File: src/rtl/bus_arbiter.sv
// bus_arbiter: two-master (CPU m0, DMA m1) round-robin arbiter onto a single
// downstream request/response bus, one transaction in flight.
//
// Ports:
//   clk, rst_n                 clock, async active-low reset
//   mX_valid/write/addr/wdata/wstrb   master request (held until response)
//   mX_ready/rvalid/rdata      master write-done / read-data pulses
//   bus_valid/write/addr/wdata/wstrb  downstream request (bus_valid 1 cycle)
//   bus_ready/rvalid/rdata     downstream write / read response
//   err_clr, err_sticky        sticky timeout flag and its clear
module bus_arbiter #(
    parameter int TIMEOUT = 4
) (
    input  logic        clk,
    input  logic        rst_n,
    input  logic        m0_valid,
    input  logic        m0_write,
    input  logic [31:0] m0_addr,
    input  logic [31:0] m0_wdata,
    input  logic [3:0]  m0_wstrb,
    output logic        m0_ready,
    output logic        m0_rvalid,
    output logic [31:0] m0_rdata,
    input  logic        m1_valid,
    input  logic        m1_write,
    input  logic [31:0] m1_addr,
    input  logic [31:0] m1_wdata,
    input  logic [3:0]  m1_wstrb,
    output logic        m1_ready,
    output logic        m1_rvalid,
    output logic [31:0] m1_rdata,
    output logic        bus_valid,
    output logic        bus_write,
    output logic [31:0] bus_addr,
    output logic [31:0] bus_wdata,
    output logic [3:0]  bus_wstrb,
    input  logic        bus_ready,
    input  logic        bus_rvalid,
    input  logic [31:0] bus_rdata,
    input  logic        err_clr,
    output logic        err_sticky
);

    typedef enum logic [1:0] {IDLE, ISSUE, RESP} state_t;

    localparam logic [7:0] CNT_LAST = 8'(TIMEOUT - 1);

    state_t      state_q, state_d;
    logic        grant_q, grant_d;
    logic        last_q, last_d;
    logic [7:0]  cnt_q, cnt_d;
    logic        err_q, err_d;
    logic        wr_q, wr_d;
    logic [31:0] addr_q, addr_d;
    logic [31:0] wdata_q, wdata_d;
    logic [3:0]  wstrb_q, wstrb_d;

    logic        win;
    logic        resp_wr, resp_rd, timeout;
    logic [31:0] rdata_sel;

    always_comb begin
        state_d   = state_q;
        grant_d   = grant_q;
        last_d    = last_q;
        cnt_d     = cnt_q;
        wr_d      = wr_q;
        addr_d    = addr_q;
        wdata_d   = wdata_q;
        wstrb_d   = wstrb_q;
        win       = 1'b0;
        bus_valid = 1'b0;
        resp_wr   = 1'b0;
        resp_rd   = 1'b0;
        timeout   = 1'b0;
        rdata_sel = bus_rdata;
        case (state_q)
            IDLE: begin
                if (m0_valid || m1_valid) begin
                    // On a tie the master that did not win last time goes.
                    win     = (m0_valid && m1_valid) ? ~last_q : m1_valid;
                    grant_d = win;
                    last_d  = win;
                    wr_d    = win ? m1_write : m0_write;
                    addr_d  = win ? m1_addr  : m0_addr;
                    wdata_d = win ? m1_wdata : m0_wdata;
                    wstrb_d = win ? m1_wstrb : m0_wstrb;
                    state_d = ISSUE;
                end
            end
            ISSUE: begin
                bus_valid = 1'b1;
                cnt_d     = 8'd0;
                state_d   = RESP;
            end
            RESP: begin
                // Only the response matching the latched direction counts.
                if (wr_q ? bus_ready : bus_rvalid) begin
                    resp_wr = wr_q;
                    resp_rd = ~wr_q;
                    state_d = IDLE;
                end else if (cnt_q == CNT_LAST) begin
                    timeout   = 1'b1;
                    resp_wr   = wr_q;
                    resp_rd   = ~wr_q;
                    rdata_sel = 32'hDEAD_BEEF;
                    state_d   = IDLE;
                end else begin
                    cnt_d = cnt_q + 8'd1;
                end
            end
            default: state_d = IDLE;
        endcase
        // A timeout in the same cycle as err_clr leaves the flag set.
        err_d = (err_q & ~err_clr) | timeout;
    end

    always_ff @(posedge clk or negedge rst_n) begin
        if (!rst_n) begin
            state_q <= IDLE;
            grant_q <= 1'b0;
            last_q  <= 1'b1;
            cnt_q   <= 8'd0;
            err_q   <= 1'b0;
            wr_q    <= 1'b0;
            addr_q  <= 32'd0;
            wdata_q <= 32'd0;
            wstrb_q <= 4'd0;
        end else begin
            state_q <= state_d;
            grant_q <= grant_d;
            last_q  <= last_d;
            cnt_q   <= cnt_d;
            err_q   <= err_d;
            wr_q    <= wr_d;
            addr_q  <= addr_d;
            wdata_q <= wdata_d;
            wstrb_q <= wstrb_d;
        end
    end

    assign bus_write  = wr_q;
    assign bus_addr   = addr_q;
    assign bus_wdata  = wdata_q;
    assign bus_wstrb  = wstrb_q;
    assign err_sticky = err_q;

    assign m0_ready  = resp_wr & ~grant_q;
    assign m1_ready  = resp_wr &  grant_q;
    assign m0_rvalid = resp_rd & ~grant_q;
    assign m1_rvalid = resp_rd &  grant_q;
    assign m0_rdata  = m0_rvalid ? rdata_sel : 32'd0;
    assign m1_rdata  = m1_rvalid ? rdata_sel : 32'd0;

endmodule

File: config.mk
export PLATFORM = sky130hd
export DESIGN_NAME = bus_arbiter
export DESIGN_NICKNAME = d
export VERILOG_FILES = /design/src/rtl/bus_arbiter.sv
export SDC_FILE = /design/constraint.sdc
export NUM_CORES = 1
export LEC_CHECK = 0
export BUFFER_PORTS_ARGS = -buffer_cell sky130_fd_sc_hd__buf_2
export CORE_MARGIN = 10
export CORE_UTILIZATION = 30
export DETAILED_ROUTE_END_ITERATION = 8
export PLACE_DENSITY = 0.63
export SETUP_SLACK_MARGIN = 0.4
export SLEW_MARGIN = 20
export SYNTH_ARGS = -nofsm -noshare
export SYNTH_HDL_FRONTEND = slang
export SYNTH_SLANG_ARGS = --single-unit
File: constraint.sdc
create_clock -name clk -period 2.5 [get_ports clk]
set_input_delay 0.5 -clock clk [delete_from_list [all_inputs] [get_ports clk]]
set_output_delay 0.5 -clock clk [all_outputs]
set_load 0.005 [all_outputs]
* Yosys cells after proc, flatten, opt, wreduce, memory -nomap -nowiden
Cells that the tools add are included. W data, S select, Z words.
Operators by class: add/subtract/negate cells 1, multipliers 0, div/mod/pow operators 0, $lt $le $gt $ge 0, equality and inequality tests 7, shifts and indexed selects 0, muxes and demuxes 28, bitwise operators 10, reduce and logical (&&, ||, !) cells 7
Operators by type and width (count):
- $mux W32 | 7
- $mux W8 | 2
- $pmux W8 S2 | 1
- $mux W1 | 13
- $add A8 B1 Y8 const B | 1
- $eq A8 B2 Y1 const B | 1
- $mux W2 | 3
- $ne A2 B2 Y1 const B | 3
- $pmux W2 S3 | 1
- $and A1 B1 Y1 | 5
- $mux W4 | 1
- $not A1 Y1 | 4
- $reduce_and A2 Y1 | 2
- $ne A3 B3 Y1 const B | 1
- $reduce_and A3 Y1 | 1
- $eq A2 B1 Y1 const B | 1
- $eq A2 B2 Y1 const B | 1
- $logic_not A2 Y1 | 1
- $reduce_bool A2 Y1 | 1
- $logic_and A1 B1 Y1 | 1
- $logic_or A1 B1 Y1 | 1
- $or A1 B1 Y1 | 1
Word-level totals: register bits 82, latch bits 0, RAM bits 0, bits in read-only memories 0, logic and storage cells 62, memories kept 0

* Longest topological paths before layout
Gate-level depths: netlist of the first run.
word-level depth 6, mapped depth 7, gate-level depth less buffers 4

* Worst setup path before layout of the first run
OpenSTA, ideal clock, no wires.
kind reg-to-output, from reg cnt_q[0], to out m1_rdata[18], data arrival time 1.554 ns, data required time 2.000 ns, path slack 0.446 ns, stages on the path, launching flop included 8, cells stage by stage dfrtp_1 -> ha_1 -> and3_2 -> and3_1 -> buf_4 -> buf_6 -> buf_6 -> o21a_1
On the way: word-level cells in the longest chain between the ends 6, elaborated cells between the ends (all ways) 9, classes of those cells eq/ne (1); mux (7); bitwise (1)
RTL lines:
- start: declaration | RTL line 51 | logic [7:0] cnt_q, cnt_d;
- start signal: assignment | RTL line 133 | cnt_q <= cnt_d;
- $eq A8 B2 Y1 * | RTL line 102 | end else if (cnt_q == CNT_LAST) begin
- $mux W1 | RTL line 102
- $mux W1 | RTL line 98 | if (wr_q ? bus_ready : bus_rvalid) begin
- $mux W1 | RTL line 77 | case (state_q)
- $and A1 B1 Y1 | RTL line 151 | assign m1_rvalid = resp_rd & grant_q;
- $mux W32 * | RTL line 153 | assign m1_rdata = m1_rvalid ? rdata_sel : 32'd0;
- end: declaration | RTL line 31 | output logic [31:0] m1_rdata,
Mark *: on every way between the ends. The rest lies on a longest branch, timed or not.

* Final worst setup path of the first run
from reg cnt_q[5], to out m0_rdata[7]
On the way: word-level cells in the longest chain between the ends 6, elaborated cells between the ends (all ways) 9, classes of those cells eq/ne (1); mux (7); bitwise (1)
RTL lines:
- $eq A8 B2 Y1 * | RTL line 102
- $mux W1 | RTL line 102
- $mux W1 | RTL line 98
- $mux W1 | RTL line 77
- $and A1 B1 Y1 | RTL line 150 | assign m0_rvalid = resp_rd & ~grant_q;
- $mux W32 * | RTL line 152 | assign m0_rdata = m0_rvalid ? rdata_sel : 32'd0;
- end: declaration | RTL line 23 | output logic [31:0] m0_rdata,
Marks and branches as above.

==> impl_results.md, run 1 <==
- # H-tree levels: 3
- Post-synth EDFFs: 0
- Drt pass-1 iters: 4
- Ys flop type: dfrtp_1
- Synthesized cell area: 4380 um2
- Core outline area: about 14000 um2
- Die X: around 140 um
- Pleak: approximately 3.7 nW
- Drt drc: 0
- Hold crit path type: input port to flop
- Initial DRC count: 109
- Register area share after synthesis: 0.468
- Synth cell types: 35
- Clock skew: roughly 0.0083 ns
- Clock slew at reported path FFs: approximately 0.060 ns
- CTS tree: yes
- Peak supply drop: around 0.40 mV
- Pwr Density: about 910 nW/um2
- Setup Crit Path Kind: flop to output port
- Async SR Flop Fraction: 1.00
- # fillers: around 1.5k
- Die Y: 141 um
- Critical Path RT: 2.00 ns
- Vias in the first global route: ~4.6k
- Ant diodes: 0
- Top-area cell type share of the netlist area: 0.462
- Port bufs: 315
- CTS sink count: 82
- Average wire per standard cell: roughly 17 um
- Arrival time worst endpoint: around 1.9 ns
- Flop2flop setup slack: between 0.8 and 0.9 ns
- P_sw: 2.32 mW
- Reg-to-Reg Start: bus_write
- Synthesized area per cell: around 9.8 um2
- DR vias: 4402
- Status: finished, final reports clean
- GRT Util Overall: 0.157
- Max Cap Viol: 0
- Hold path endpoint: err_sticky
- Drt via density: 4.62
- Initial antenna violation count: 0
- GP Congestion: 0.820
- Routed wire length: 16400 um
- Commonest cells post-synth: 81 x dfrtp_1, 79 x nand2_1, 73 x mux2i_1, 71 x o21ai_0, 49 x o21a_1
- Fin area: 6820 um2
- Detailed Place HPWL: ~13000 um
- DP Worst Slack: 0.297 ns
- Hold_sp: err_clr
- CP max FO: 24
- Count leader, synth: dfrtp_1
- Synth warnings: 0
- RSZ-0062 raised after global routing: true
- CTS Buf Count: 9
- Internal power: 3.89 mW
- First-pass GRT wire length: 25200 um
- Post-detailed-route count of antenna-violating nets: 0
- Fraction of layout cells with a size suffix above 1: 0.510
- Row Count: between 40 and 50
- Largest cells by area after synthesis: dfrtp_1 46%, mux2i_1 17%, o21a_1 8.4%
- Die area: 19900 um2
- # setup viols final: 0
- # IOs: about 320
- CTS Buffer Depth: 2
- Layout area overhead: 55.5%
- Cell Area, Placed: 6210 um2
- Final worst-path setup slack: 0.0815 ns
- Placed insts: just over 900
- Yosys reg bits: 82
- RR Endpoint: cnt_q[5]
- CP endpoint kind: output port
- Area leader, netlist: dfrtp_1
- Sequential share of power: 0.367
- Fin. max-slew vios: 0
- Hold Vio Cnt, Final: 0
- Largest net degree at the start of global routing: ~60
- Mapped Cells: around 450
- Syn_nets: 625
- R2R depth: 5
- Max Clock Freq: 0.413 GHz
- Slew @ Worst Pin: 0.609 ns
- Worst-skew pair later-pin latency: 0.33 ns
- Hold depth: 3
- Switching share of total power: 0.374
- Clock power frac: 0.197
- Rel. slew slack: 0.592
- Initial Utilization: 0.304
- Final Util: 0.473
- Post-route clock period utilization: 0.967
- GRT overflow: 0
- Comb pwr share: 0.436
- Clk root buf: clkbuf_16
- Finished Layout Cells: 953
- Startpoint Class: flop
- NumNets Final: between 900 and 1k
- Post-layout min period: between 2 and 2.5 ns
-- worst max-delay path, stage by stage, from the launching register on --
cell and delay [ns]:
dfrtp_1 0.40, nor4_4 0.31, and3_4 0.23, and3_4 0.23
buf_16 0.17, o21a_1 0.14, buf_2 0.11
-- registers in the layout, indices dropped and copies added, names as in the netlist, 2 cells and up --
name       count
bus_addr      32
bus_wdata     32
bus_wstrb      4
cnt_q          8
state_q        2
-- cell type report --
| cell class | count | area [um2] | area share |
|---|---|---|---|
| tap | 184 | 230 | 0.0338 |
| timing repair buffer | 340 | 1970 | 0.289 |
| multi-input combinational | 326 | 2260 | 0.332 |
| clock buffer | 9 | 225 | 0.0330 |
| inverter | 5 | 21.3 | 0.00312 |
| sequential | 82 | 2060 | 0.302 |
| clock inverter | 7 | 52.6 | 0.00771 |
-- worst max-delay path by stage --
stage | depth (start not counted) | endpoint | from | slack [ns]
floorplan | 7 | m1_rdata[18] | cnt_q[0] | 0.45
global placement | 6 | m1_rdata[3] | cnt_q[5] | 0.32
detailed placement | 6 | m1_rdata[3] | cnt_q[4] | 0.30
CTS | 6 | m1_rdata[3] | cnt_q[5] | 0.06
global route | 6 | m1_rdata[31] | cnt_q[5] | -0.01
finish | 6 | m0_rdata[7] | cnt_q[5] | 0.08
-- layer usage --
layer  part of all wire  GRT usage
met1               0.37      0.161
met2               0.51      0.284
met3               0.10     0.0729
met4              0.010     0.0332
met5                  0          0
-- metrics by stage --
stage / hold slack (ns) / TNS (ns) / total power [mW]
final: 0.446 / 0 / 6.22
after global placement: 0.350 / 0 / 4.82
after detailed placement: 0.351 / 0 / 4.89
after CTS: 0.435 / 0 / 6.24
after global routing: 0.456 / -0.0663 / 6.78
after floorplan: 0.204 / 0 / 3.54
-- power groups by stage --
stage	clock network, mW	registers, mW	logic (mW)
after floorplan	0	2.33	1.21
after global placement	0	2.28	2.54
after detailed placement	0	2.30	2.59
after CTS	1.27	2.28	2.69
after global routing	1.33	2.37	3.07
final	1.22	2.28	2.71
-- cells in the final DEF, fill, tap and decap left out, types with 2 or more instances in the layout --
cell	Yosys	final
and2_1	16	3
and2_4	0	13
and3_4	0	2
buf_12	0	7
buf_2	13	301
buf_4	5	14
buf_6	2	16
clkbuf_16	0	9
clkinv_2	0	2
clkinv_4	0	2
dfrtp_1	81	79
dfrtp_2	0	2
inv_1	5	4
inv_6	0	2
mux2_2	2	2
mux2i_1	73	73
nand2_1	79	77
nand2_4	0	2
nand3_1	2	2
nand4_1	2	2
nor2_1	5	4
nor3_2	1	3
nor4_4	1	2
o211ai_1	4	4
o21a_1	49	49
o21ai_0	71	70
o31ai_1	3	3
-- logic make-up (layout without fill, tap and decap cells) --
group / Yosys count / count (layout) / share of synthesized area
AOI/OAI and AO/OA: 133 / 133 / 0.187
adders and majority gates: 1 / 1 / 0.00285
DFF: 82 / 82 / 0.468
buffers and inverters: 39 / 361 / 0.0448
muxes: 75 / 75 / 0.172
and+or+nand+nor: 117 / 117 / 0.125
-- repair_timing --
| item | 4_1_cts | 5_1_grt |
|---|---|---|
| pin swaps | 5 | 20 |
| hold endpoints to repair | 10 | 0 |
| setup buffers | 6 | 4 |
| resized for setup | 19 | 36 |
| cloned | 1 | 0 |
| hold buffers | 1 | 0 |
| setup endpoints to repair | 68 | 68 |
Power figures use the tool's default switching activity.
==> run 2, diff against run 1 <==
==> constraint.sdc (replaced) <==
create_clock -name clk -period 2.5 [get_ports clk]
set_input_delay 0.5 -clock clk [delete_from_list [all_inputs] [get_ports clk]]
set_output_delay 0.5 -clock clk [all_outputs]
set_load 0.02 [all_outputs]
==> run 2 against run 1 <==
Global-route usage about the same; count of clock-buffer cells in the layout rose by 2; setup slack got worse by 0.069 ns; largest power group unchanged.
==> impl_results.md, run 2 (same netlist as run 1, synthesis figures left out) <==
- Initial DRC count: 123
- Pleak: around 3.7 nW
- Die area: 19900 um2
- R2R depth: 8
- # IOs: 316
- Layout area overhead: 64.3%
- Max Clock Freq: 0.402 GHz
- Critical Path RT: about 2.0 ns
- Final Power: between 7 and 8 mW
- Hold crit path type: input port to asynchronous set/reset pin
- Clk root buf: clkbuf_16
- Rel. slew slack: 0.636
- GRT Util Overall: 0.157
- DP Worst Slack: between 0.2 and 0.3 ns
- Fraction of layout cells with a size suffix above 1: 0.538
- Placed insts: 922
- First-pass GRT wire length: around 25000 um
- Routed wire length: 17100 um
- Average wire per standard cell: 18.0 um
- Status: finished, final reports clean
- Detailed Place HPWL: between 10000 and 15000 um
- Hold-fix buffer count after cts: 0
- Largest net degree at the start of global routing: 67
- Drt drc: 0
- Die X: 141 um
- Initial Utilization: 0.304
- Setup Crit Path Kind: flop to output port
- Vias in the first global route: 4616
- Hold Vio Cnt, Final: 0
- CTS tree: yes
- RR Endpoint: cnt_q[0]
- Slew @ Worst Pin: about 0.55 ns
- GP Congestion: 0.798
- GRT overflow: 0
- Core outline area: 14400 um2
- Max Cap Viol: 0
- Drt pass-1 iters: 4
- Ant diodes: 0
- Startpoint Class: flop
- CTS sink count: 82
- # setup viols final: 0
- Post-detailed-route count of antenna-violating nets: 0
- Clock skew: 0.0134 ns
- Worst-skew pair later-pin latency: about 0.33 ns
- Peak supply drop: 0.437 mV
- Finished Layout Cells: 951
- Most common cell after layout, fill and taps aside: buf_2
- Reg-to-Reg Start: cnt_q[0]
- DR vias: 4406
- Pwr Density: 1000 nW/um2
- Die Y: 141 um
- Post-layout min period: 2.49 ns
- CTS Buf Count: 9
- Port bufs: 315
- Flop2flop setup slack: 0.68 ns
- NumNets Final: 940
- Drt via density: 4.63
- CP max FO: 24
- RSZ-0062 raised after global routing: true
- Clock slew at reported path FFs: 0.06 ns
- # H-tree levels: 3
- Fin. max-slew vios: 0
- Final worst-path setup slack: 0.0123 ns
- CP endpoint kind: output port
- Arrival time worst endpoint: 1.99 ns
- Commonest cells after routing, fill and taps aside: 248 x buf_2, 80 x dfrtp_1, 78 x nand2_1, 72 x mux2i_1, 70 x o21ai_0
- Initial antenna violation count: 1
- Post-Route Setup TNS: 0 ns
- Post-route clock period utilization: 0.995
- Row Count: 44
- CTS Buffer Depth: 2
-- run 2: cell types whose count changed in the layout (fill, tap and decap cells not counted), moves of 3 or more --
cell,delta
buf_6,+47
o21a_1,-20
and2_1,-3
o21a_2,+20
buf_4,+5
and2_4,+3
buf_2,-53
-- run 2: where the power goes --
part           internal [mW]  switching, mW  total [mW]  leakage, nW
clock network          0.935          0.529        1.46        0.162
registers               1.94          0.338        2.28         1.02
logic                   1.29           2.18        3.47         2.53
total                   4.17           3.05        7.22         3.71
-- run 2: repair_timing --
item,CTS,global route
resized for setup,36,131
setup buffers,11,1
pin swaps,5,9
setup endpoints to repair,64,68
hold endpoints to repair,0,0
cloned,1,0
-- run 2: how the worst max path moves through the flow --
stage,startpoint,to,depth (start not counted)
finish,cnt_q[5],m0_rdata[23],6
global route,cnt_q[5],m0_rdata[23],6
CTS,cnt_q[5],m1_rdata[31],6
detailed placement,cnt_q[4],m1_rdata[31],6
global placement,cnt_q[5],m1_rdata[19],6
floorplan,cnt_q[5],m1_rdata[10],5
-- run 2: per-layer routing --
layer | global-route usage | part of all wire | routed length, um | vias to the layer above
met5 | 0 | 0 | 0 | -
met4 | 0.0467 | 0.019 | 325 | 0
met3 | 0.0692 | 0.097 | 1660 | 17
met2 | 0.282 | 0.51 | 8680 | 211
met1 | 0.160 | 0.38 | 6440 | 1985
li1 | - | - | - | 2193
-- run 2: final cells by class --
| type | count | area [um2] |
|---|---|---|
| repair buffers | 338 | 2260 |
| fillers | 1361 | 7220 |
| clock buffers | 11 | 253 |
| inverters | 5 | 18.8 |
| clock inverters | 5 | 85.1 |
| multi-input cells | 326 | 2300 |
| well taps | 184 | 230 |
| flip-flops and latches | 82 | 2050 |
-- run 2: critical path, cell delays in order (launching register included) --
cell and delay [ns]:
dfrtp_1 0.41, nor4_4 0.32, and3_4 0.23, and3_4 0.23, buf_16 0.17, o21a_1 0.17
buf_6 0.13
-- run 2: through the flow --
step	area [um2]	hold slack [ns]	utilization
after floorplan	4420	0.204	-
after global placement	6220	0.456	0.431
after detailed placement	6220	0.460	0.431
after CTS	6780	0.103	0.470
after global routing	7200	0.117	0.499
final	7200	0.102	0.499
==> run 3, diff against run 2 <==
--- a/config.mk
+++ b/config.mk
@@ -9,6 +9,7 @@
 export CORE_MARGIN = 10
 export CORE_UTILIZATION = 30
 export DETAILED_ROUTE_END_ITERATION = 8
+export GPL_TIMING_DRIVEN = 0
 export PLACE_DENSITY = 0.63
 export SETUP_SLACK_MARGIN = 0.4
 export SLEW_MARGIN = 20
==> run 3 against run 2 <==
The flow now finishes with violations (negative setup slack); via count is 8.4% higher; sequential share of layout area decreased by 0.83 points; final cell count up 4.5%; setup slack got worse by 0.13 ns; maximum frequency down 5.0%; hold slack worse by 0.025 ns; non-clock buffer count increased by 43; largest power group unchanged.
==> impl_results.md, run 3 (same netlist as run 1, synthesis figures left out) <==
- Status: finished, violations left
- Failing checks: negative setup slack
- Drt via density: between 4 and 5
- Clock skew: roughly 0.012 ns
- Clock slew at reported path FFs: 0.06 ns
- Layout area overhead: 69.4%
- CTS sink count: 82
- Average wire per standard cell: just under 20 um
- CTS Buffer Depth: 2
- Ant diodes: 0
- # IOs: 316
- Initial DRC count: roughly 210
- # H-tree levels: 3
- GRT Util Overall: 0.184
- Final worst-path setup slack: -0.119 ns
- Detailed Place HPWL: 14800 um
- GP Congestion: 0.784
- Row Count: 44
- Worst-skew pair later-pin latency: 0.35 ns
- NumNets Final: ~980
- CTS Buf Count: 9
- Hold Vio Cnt, Final: 0
- Fin. max-slew vios: 0
- Most used cell, CP: buf_6
- RR Endpoint: bus_addr[28]
- Slowest cell on the critical path: dfrtp_2
- Arrival time worst endpoint: 2.12 ns
- Initial Utilization: 0.304
- Die area: 19900 um2
- CTS tree: yes
- Switching share of total power: 0.449
- Pleak: approximately 3.8 nW
- Flop2flop setup slack: 0.56 ns
- Peak supply drop: 0.461 mV
- Port bufs: 315
- Final Util: 0.515
- Internal power: around 4.0 mW
- CP max FO: 6
- Startpoint Class: flop
- Max Cap Viol: 0
- Drt drc: 0
- Critical Path RT: 2.00 ns
- Fraction of layout cells with a size suffix above 1: 0.527
- Commonest cells after routing, fill and taps aside: 268 x buf_2, 78 x nand2_1, 78 x dfrtp_1, 72 x mux2i_1, 70 x o21ai_0
- Post-route clock period utilization: 1.05
- Post-detailed-route count of antenna-violating nets: 0
- Comb pwr share: 0.506
- Sequential share of power: 0.316
- CP endpoint kind: output port
- Reg-to-Reg Start: last_q
- Final Power: between 7 and 8 mW
- Die Y: 141 um
- Slew @ Worst Pin: a little over 0.5 ns
- Most common cell after layout, fill and taps aside: buf_2
- Crit path largest cell delay: 0.42 ns
- Post-layout min period: 2.62 ns
- DP Worst Slack: -0.0615 ns
- CP Cell Sequence: nor4_4 -> and3_4 -> and3_4 -> buf_6 -> buf_8 -> buf_6 -> o21a_1 -> buf_6
- First-pass GRT wire length: 28900 um
- Max Clock Freq: between 0.3 and 0.4 GHz
- Core outline area: about 14000 um2
- Hold crit path type: input port to asynchronous set/reset pin
- Placed insts: 947
- Rel. slew slack: 0.654
- Largest net degree at the start of global routing: 56
- R2R depth: 5
- Hold-fix buffer count after cts: 0
- GRT overflow: 0
- DR vias: about 4.8k
- Clk root buf: clkbuf_16
- Finished Layout Cells: 994
- Routed wire length: a little under 20000 um
- Drt pass-1 iters: 4
- Initial antenna violation count: 0
- Pwr Density: 972 nW/um2
- Die X: ~140 um
- Clock power frac: 0.178
- Vias in the first global route: 5111
- Setup Crit Path Kind: flop to output port
- # setup viols final: 49
- RSZ-0062 raised after global routing: true
- P_sw: about 3.2 mW
-- run 3: area by class of cell --
class,instances,area [um2]
fillers,1345,7000
clock inverters,6,50.0
flip-flops and latches,82,2060
inverters,5,18.8
plain buffers,34,230
multi-input cells,326,2360
well taps,184,230
repair buffers,347,2240
clock buffers,10,239
-- run 3: power groups by stage --
stage / clock [mW] / combinational, mW / sequential (mW)
CTS: 1.33 / 3.65 / 2.28
finish: 1.29 / 3.66 / 2.28
global placement: 0 / 3.35 / 2.28
detailed placement: 0 / 3.39 / 2.29
floorplan: 0 / 1.32 / 2.96
global route: 1.38 / 4.01 / 2.37
-- run 3: worst max path at each step --
stage	startpoint	to	slack (ns)	cells past startpoint
after floorplan	cnt_q[5]	m1_rdata[10]	0.36	5
after global placement	m1_valid	bus_wdata[17]	-0.09	5
after detailed placement	m1_valid	bus_wdata[17]	-0.06	5
after CTS	cnt_q[6]	m0_rdata[0]	-0.13	8
after global routing	cnt_q[5]	m0_rdata[6]	-0.22	8
final	cnt_q[5]	m0_rdata[6]	-0.12	8
-- run 3: critical path, delay by kind of cell, from the launching register on --
family	cells	cell delay (ns)
and+or+nand+nor	3	0.70
DFF	1	0.42
AOI/OAI and AO/OA	1	0.15
buffers and inverters	4	0.50
-- run 3: layer usage --
layer / up-vias / part of all wire / global-route usage
li1: 2285 / - / -
met4: 0 / 0.024 / 0.0739
met5: - / 0 / 0
met3: 27 / 0.091 / 0.0655
met2: 241 / 0.51 / 0.320
met1: 2221 / 0.37 / 0.198
-- run 3: per-stage QoR --
stage | hold slack, ns | setup TNS (ns) | area [um2]
6_report | 0.0771 | -2.87 | 7430
5_1_grt | 0.0991 | -7.73 | 7430
4_1_cts | 0.0794 | -3.66 | 7230
3_5_place_dp | 0.455 | -0.554 | 6260
3_3_place_gp | 0.456 | -0.649 | 6230
2_1_floorplan | 0.204 | 0 | 4420
-- run 3: what timing repair did --
action,CTS,global route
gates cloned,4,1
pin swaps,7,5
setup buffers,23,3
gates resized for setup,144,35
setup endpoints to repair,97,68
